File: src/rtl/servant_wbmux_if.sv
// Wishbone bundle between the servant CPU, the interconnect and its slaves.
// Signal names keep the interconnect's point of view (i_ = into the mux).
interface servant_wbmux_if #(
    parameter int NSLAVES = 4
);
    logic [31:0]           i_wb_cpu_adr;
    logic [31:0]           i_wb_cpu_dat;
    logic [3:0]            i_wb_cpu_sel;
    logic                  i_wb_cpu_we;
    logic                  i_wb_cpu_cyc;
    logic [31:0]           o_wb_cpu_rdt;
    logic                  o_wb_cpu_ack;
    logic                  o_wb_cpu_err;
    logic [31:0]           o_wb_s_adr;
    logic [31:0]           o_wb_s_dat;
    logic [3:0]            o_wb_s_sel;
    logic                  o_wb_s_we;
    logic [NSLAVES-1:0]    o_wb_s_cyc;
    logic [32*NSLAVES-1:0] i_wb_s_rdt;
    logic [NSLAVES-1:0]    i_wb_s_ack;

    modport slave (
        input  i_wb_cpu_adr, i_wb_cpu_dat, i_wb_cpu_sel, i_wb_cpu_we, i_wb_cpu_cyc,
        input  i_wb_s_rdt, i_wb_s_ack,
        output o_wb_cpu_rdt, o_wb_cpu_ack, o_wb_cpu_err,
        output o_wb_s_adr, o_wb_s_dat, o_wb_s_sel, o_wb_s_we, o_wb_s_cyc
    );

    modport master (
        output i_wb_cpu_adr, i_wb_cpu_dat, i_wb_cpu_sel, i_wb_cpu_we, i_wb_cpu_cyc,
        output i_wb_s_rdt, i_wb_s_ack,
        input  o_wb_cpu_rdt, o_wb_cpu_ack, o_wb_cpu_err,
        input  o_wb_s_adr, o_wb_s_dat, o_wb_s_sel, o_wb_s_we, o_wb_s_cyc
    );
endinterface

File: src/rtl/servant_wbmux.sv
// One-master / NSLAVES-slave Wishbone interconnect: waits for the real slave ack,
// registers read data, and answers unmapped slots and silent slaves with an error ack.
module servant_wbmux #(
    parameter int                 NSLAVES  = 4,
    parameter int                 SEL_W    = 2,
    parameter logic [NSLAVES-1:0] MAP_MASK = {NSLAVES{1'b1}},
    parameter int                 TIMEOUT  = 255
) (
    input logic             i_clk,
    input logic             i_rst_n,
    servant_wbmux_if.slave  wb
);
    localparam int NSLOT = 1 << SEL_W;
    localparam int CNT_W = (TIMEOUT > 0) ? (($clog2(TIMEOUT + 1) > 0) ? $clog2(TIMEOUT + 1) : 1) : 1;
    localparam logic [CNT_W-1:0] TERM = CNT_W'((TIMEOUT > 0) ? TIMEOUT - 1 : 0);
    // Slots above NSLAVES read as unmapped because the padding is zero.
    localparam logic [NSLOT-1:0] SLOT_OK = NSLOT'(MAP_MASK);

    typedef enum logic {IDLE, WAIT} state_t;

    state_t           r_state, w_next;
    logic [SEL_W-1:0] r_idx, w_idx_nx;
    logic [CNT_W-1:0] r_cnt, w_cnt_nx;
    logic             r_ack, w_ack_nx;
    logic             r_err, w_err_nx;
    logic [31:0]      r_rdt, w_rdt_nx;

    logic [SEL_W-1:0] w_idx;
    logic [NSLOT-1:0] w_sack_pad;
    logic [NSLOT-1:0] w_cyc_pad;
    logic [31:0]      w_rdt_arr [NSLOT];

    assign w_idx      = wb.i_wb_cpu_adr[31 -: SEL_W];
    assign w_sack_pad = NSLOT'(wb.i_wb_s_ack);

    for (genvar g = 0; g < NSLOT; g++) begin : g_rdt
        if (g < NSLAVES) begin : g_real
            assign w_rdt_arr[g] = wb.i_wb_s_rdt[32*g +: 32];
        end else begin : g_pad
            assign w_rdt_arr[g] = '0;
        end
    end

    assign wb.o_wb_s_adr   = wb.i_wb_cpu_adr;
    assign wb.o_wb_s_dat   = wb.i_wb_cpu_dat;
    assign wb.o_wb_s_sel   = wb.i_wb_cpu_sel;
    assign wb.o_wb_s_we    = wb.i_wb_cpu_we;
    assign wb.o_wb_cpu_rdt = r_rdt;
    assign wb.o_wb_cpu_ack = r_ack;
    assign wb.o_wb_cpu_err = r_err;

    always_comb begin
        w_cyc_pad = '0;
        if (r_state == WAIT) w_cyc_pad[r_idx] = wb.i_wb_cpu_cyc;
    end
    assign wb.o_wb_s_cyc = w_cyc_pad[NSLAVES-1:0];

    always_comb begin
        w_next   = r_state;
        w_idx_nx = r_idx;
        w_cnt_nx = r_cnt;
        w_ack_nx = 1'b0;
        w_err_nx = 1'b0;
        w_rdt_nx = r_rdt;
        case (r_state)
            IDLE: begin
                // The ack cycle itself never starts a new transfer.
                if (wb.i_wb_cpu_cyc && !r_ack) begin
                    if (SLOT_OK[w_idx]) begin
                        w_idx_nx = w_idx;
                        w_cnt_nx = '0;
                        w_next   = WAIT;
                    end else begin
                        w_ack_nx = 1'b1;
                        w_err_nx = 1'b1;
                        w_rdt_nx = '0;
                    end
                end
            end
            WAIT: begin
                if (w_sack_pad[r_idx]) begin
                    w_ack_nx = 1'b1;
                    w_rdt_nx = w_rdt_arr[r_idx];
                    w_next   = IDLE;
                end else if (!wb.i_wb_cpu_cyc) begin
                    w_cnt_nx = '0;
                    w_next   = IDLE;
                end else if (TIMEOUT != 0 && r_cnt == TERM) begin
                    w_ack_nx = 1'b1;
                    w_err_nx = 1'b1;
                    w_rdt_nx = 32'hDEADBEEF;
                    w_next   = IDLE;
                end else if (r_cnt != '1) begin
                    w_cnt_nx = r_cnt + 1'b1;
                end
            end
            default: w_next = IDLE;
        endcase
    end

    always_ff @(posedge i_clk) begin
        if (!i_rst_n) begin
            r_state <= IDLE;
            r_idx   <= '0;
            r_cnt   <= '0;
            r_ack   <= 1'b0;
            r_err   <= 1'b0;
            r_rdt   <= '0;
        end else begin
            r_state <= w_next;
            r_idx   <= w_idx_nx;
            r_cnt   <= w_cnt_nx;
            r_ack   <= w_ack_nx;
            r_err   <= w_err_nx;
            r_rdt   <= w_rdt_nx;
        end
    end
endmodule

File: src/flat_wrapper.sv
// flat-port wrapper written by rule: the top's interface ports become plain ports
module servant_wbmux_flat 
#(
    parameter int                 NSLAVES  = 4,
    parameter int                 SEL_W    = 2,
    parameter logic [NSLAVES-1:0] MAP_MASK = {NSLAVES{1'b1}},
    parameter int                 TIMEOUT  = 255
)
  (i_clk, i_rst_n, wb_i_wb_cpu_adr, wb_i_wb_cpu_dat, wb_i_wb_cpu_sel, wb_i_wb_cpu_we, wb_i_wb_cpu_cyc, wb_i_wb_s_rdt, wb_i_wb_s_ack, wb_o_wb_cpu_rdt, wb_o_wb_cpu_ack, wb_o_wb_cpu_err, wb_o_wb_s_adr, wb_o_wb_s_dat, wb_o_wb_s_sel, wb_o_wb_s_we, wb_o_wb_s_cyc);
  servant_wbmux_if #(.NSLAVES(NSLAVES)) wb_i ();
  input logic i_clk;
  input logic i_rst_n;
  input wire logic [$bits(wb_i.i_wb_cpu_adr)-1:0] wb_i_wb_cpu_adr;
  input wire logic [$bits(wb_i.i_wb_cpu_dat)-1:0] wb_i_wb_cpu_dat;
  input wire logic [$bits(wb_i.i_wb_cpu_sel)-1:0] wb_i_wb_cpu_sel;
  input wire logic [$bits(wb_i.i_wb_cpu_we)-1:0] wb_i_wb_cpu_we;
  input wire logic [$bits(wb_i.i_wb_cpu_cyc)-1:0] wb_i_wb_cpu_cyc;
  input wire logic [$bits(wb_i.i_wb_s_rdt)-1:0] wb_i_wb_s_rdt;
  input wire logic [$bits(wb_i.i_wb_s_ack)-1:0] wb_i_wb_s_ack;
  output wire logic [$bits(wb_i.o_wb_cpu_rdt)-1:0] wb_o_wb_cpu_rdt;
  output wire logic [$bits(wb_i.o_wb_cpu_ack)-1:0] wb_o_wb_cpu_ack;
  output wire logic [$bits(wb_i.o_wb_cpu_err)-1:0] wb_o_wb_cpu_err;
  output wire logic [$bits(wb_i.o_wb_s_adr)-1:0] wb_o_wb_s_adr;
  output wire logic [$bits(wb_i.o_wb_s_dat)-1:0] wb_o_wb_s_dat;
  output wire logic [$bits(wb_i.o_wb_s_sel)-1:0] wb_o_wb_s_sel;
  output wire logic [$bits(wb_i.o_wb_s_we)-1:0] wb_o_wb_s_we;
  output wire logic [$bits(wb_i.o_wb_s_cyc)-1:0] wb_o_wb_s_cyc;
  assign wb_i.i_wb_cpu_adr = wb_i_wb_cpu_adr;
  assign wb_i.i_wb_cpu_dat = wb_i_wb_cpu_dat;
  assign wb_i.i_wb_cpu_sel = wb_i_wb_cpu_sel;
  assign wb_i.i_wb_cpu_we = wb_i_wb_cpu_we;
  assign wb_i.i_wb_cpu_cyc = wb_i_wb_cpu_cyc;
  assign wb_i.i_wb_s_rdt = wb_i_wb_s_rdt;
  assign wb_i.i_wb_s_ack = wb_i_wb_s_ack;
  assign wb_o_wb_cpu_rdt = wb_i.o_wb_cpu_rdt;
  assign wb_o_wb_cpu_ack = wb_i.o_wb_cpu_ack;
  assign wb_o_wb_cpu_err = wb_i.o_wb_cpu_err;
  assign wb_o_wb_s_adr = wb_i.o_wb_s_adr;
  assign wb_o_wb_s_dat = wb_i.o_wb_s_dat;
  assign wb_o_wb_s_sel = wb_i.o_wb_s_sel;
  assign wb_o_wb_s_we = wb_i.o_wb_s_we;
  assign wb_o_wb_s_cyc = wb_i.o_wb_s_cyc;
  servant_wbmux #(.NSLAVES(NSLAVES), .SEL_W(SEL_W), .MAP_MASK(MAP_MASK), .TIMEOUT(TIMEOUT)) u_core (.i_clk(i_clk), .i_rst_n(i_rst_n), .wb(wb_i));
endmodule
File: config.mk
export PLATFORM = sky130hd
export DESIGN_NAME = servant_wbmux_flat
export DESIGN_NICKNAME = d
export VERILOG_FILES = /design/src/rtl/servant_wbmux_if.sv /design/src/rtl/servant_wbmux.sv /design/src/flat_wrapper.sv
export SDC_FILE = /design/constraint.sdc
export NUM_CORES = 1
export LEC_CHECK = 0
export ABC_AREA = 1
export CAP_MARGIN = 20
export CORE_AREA = 5 5 117 119
export CTS_CLUSTER_SIZE = 12
export DETAILED_ROUTE_END_ITERATION = 8
export DIE_AREA = 0 0 122 124
export PLACE_DENSITY = 0.85
export SLEW_MARGIN = 0
export SYNTH_ARGS = -nofsm -noshare
export SYNTH_HDL_FRONTEND = slang
export SYNTH_SLANG_ARGS = --single-unit
File: constraint.sdc
create_clock -name i_clk -period 3.7 [get_ports i_clk]
set_clock_uncertainty 0.1 [all_clocks]
set_input_delay 0.74 -clock i_clk [delete_from_list [all_inputs] [get_ports i_clk]]
set_output_delay 0.74 -clock i_clk [all_outputs]
set_load 0.01 [all_outputs]
==> metrics <==
crit path kind primary input to primary output; drt first pass iters 4; Power Total 1.476 mW; chip height 124 um; Endpoint, Worst Hold u_core.wb.o_wb_cpu_rdt[8]; relative slew slack 0.5712; global placement routability congestion 0.8614; share of post-route cells with drive strength above 1 0.09061; final setup fails 0; Max Buffers Root-to-Sink 2; Storage cell area 900.9 um2; antenna violations before repair 0; pwr/cell area 296.9 nW/um2; RR Endpoint u_core.wb.o_wb_cpu_rdt[22]; RSZ-0062 raised after global routing no; Total Nets Final 824; multi-input logic area 1792 um2; Worst R2R Path Depth 7; met2 Resource Use GR 0.2642; postcts setup bufs 0; r2r startpoint u_core.r_idx[1]; gr busiest metal met2; clk_lat worst skew 0.28 ns; Syn Std Cell Area 3466 um2; first-pass GRT wire length 18.44 mm; CTS Buf Count 5; Crit Path Max Fanout 7; CP Data Arrival Time 2.15 ns; DR DRC count 0; distinct cell type count after synthesis 30; die area 15130 um2; TritonCTS clock tree done; Ys Warns 0; Achievable Freq 0.3341 GHz; hold bufs inserted after CTS 0; cells after synthesis 523; LEAKAGE 1.872 nW; initial core utilization 0.2780; Placement Rows 41; P&R area growth vs syn 43.43%; fin. max-slew vios 0; outcome finished clean; type of the tightest min-delay check flop to flop; CP startpoint kind primary input; Final Hold Vio Count 0; dpl hpwl 9.840 mm; total track usage 0.1554; flop2flop setup slack 1.54 ns; io pins 311; WHS Path Cells 2; CP endpoint kind primary output; vias in the first global route 3525; # port buffers 176; min Tclk post-route 2.993 ns; Worst Hold Launch u_core.wb.o_wb_cpu_rdt[8]; clock root buffer master clkbuf_16; Max IR drop VDD 0.0001833 V; measured slew at the worst slew-check pin 0.6425 ns; ratio of final minimum period to clock period 0.8089; Reg clk slew, reported paths 0.06 ns; clk sinks 45; commonest cells after routing, fill and taps aside 176 x clkdlybuf4s50_1, 162 x nand2_1, 45 x nor2_1, 45 x dfxtp_1, 27 x o21ai_0; CTS resizes 0; setup TNS 0 ns; met3 Usage GRT 0.05858; Vias 3681; largest net degree at the start of global routing 33; DR vias/cell 4.659; H-tree levels 2; sequential fraction of the synthesis area 0.2599; CP required 2.86 ns; # diodes 0; post-route antenna net violation count 0; pre-CTS setup slack 0.7190 ns; WL/cell 15.65 um; Max Cap Viol 0; flops & latches, synth 45; most common cell after layout, fill and taps aside clkdlybuf4s50_1; syn nets 729; GR Overflow Total 0; syn_area_per_cell 6.627 um2; final worst setup slack 0.7071 ns; core area 12470 um2; Die X 122 um; initial drt markers 183; Fill cells 1286; met1 Usage GRT 0.1804; WL final 12.36 mm
Yosys cell counts, drive strengths merged:
library cell	number	area (um2)
a21oi	16	80.08
a22oi	10	75.07
a31oi	1	6.260
buf	93	674.4
clkbuf	4	15.01
dfxtp	45	900.9
ha	2	25.02
inv	21	83.83
nand2	169	656.9
nand3	24	120.1
nand3b	2	15.01
nand4	27	175.2
nor2	51	230.2
nor3	27	235.2
nor4	1	6.260
o21ai	27	135.1
o21bai	1	18.77
or2	2	12.51
worst max-delay path: stages:
cell and delay [ns]:
clkdlybuf4s50_1 0.49, nand2_1 0.18, nor3_1 0.18, clkdlybuf4s50_1 0.56
area by class of cell:
| type | instances | share of cell area |
|---|---|---|
| Inverter | 21 | 0.01686 |
| Multi-Input combinational cell | 360 | 0.3604 |
| Sequential cell | 45 | 0.1812 |
| Tap cell | 172 | 0.04329 |
| Clock buffer | 7 | 0.02869 |
| Timing Repair Buffer | 185 | 0.3695 |
report_power, final:
group	switching (mW)	leakage, nW	internal, mW
Combinational	0.241	1.44	0.253
Clock	0.180	0.0700	0.266
Sequential	0.0224	0.367	0.515
Total	0.443	1.87	1.03
layer usage:
| layer | vias up | part of all wire |
|---|---|---|
| li1 | 1822 | - |
| met1 | 1649 | 0.40 |
| met2 | 186 | 0.47 |
| met3 | 24 | 0.099 |
| met4 | 0 | 0.026 |
| met5 | - | 0 |
worst max path at each step:
stage | from | endpoint | slack [ns] | depth (start not counted)
finish | wb_i_wb_cpu_cyc | wb_o_wb_s_cyc[1] | 0.71 | 4
global route | wb_i_wb_cpu_cyc | wb_o_wb_s_cyc[0] | 0.57 | 4
CTS | wb_i_wb_cpu_cyc | wb_o_wb_s_cyc[1] | 0.71 | 4
detailed placement | wb_i_wb_cpu_cyc | wb_o_wb_s_cyc[1] | 0.72 | 4
global placement | wb_i_wb_cpu_cyc | wb_o_wb_s_cyc[1] | 0.74 | 4
floorplan | wb_i_wb_cpu_cyc | wb_o_wb_s_cyc[0] | 1.52 | 3
flip-flops by register name, indices dropped and copies added, names as in the netlist:
signal / flops
u_core.wb.o_wb_cpu_rdt: 32
u_core.r_state: 1
u_core.r_idx: 2
u_core.r_cnt: 8
u_core.wb.o_wb_cpu_ack: 1
u_core.wb.o_wb_cpu_err: 1
metrics by stage:
stage	std cells	area, um2	util	hold slack [ns]
finish	790	4971	0.3988	0.3599
global route	790	4971	0.3988	0.3887
CTS	789	4956	0.3976	0.3623
detailed placement	782	4813	0.3861	0.3520
global placement	782	4813	0.3861	0.3475
floorplan	523	3466	-	0.3828
kinds of logic (layout without fill, tap and decap cells):
logic type      count (synthesis)  after routing  synth area share
flops                          45             45            0.2599
buf+inv                       118            213            0.2231
simple gates                  303            303            0.4188
compound gates                 55             55           0.09098
fa+ha+maj                       2              2          0.007219
No activity file was read; power rests on OpenSTA's default activity.
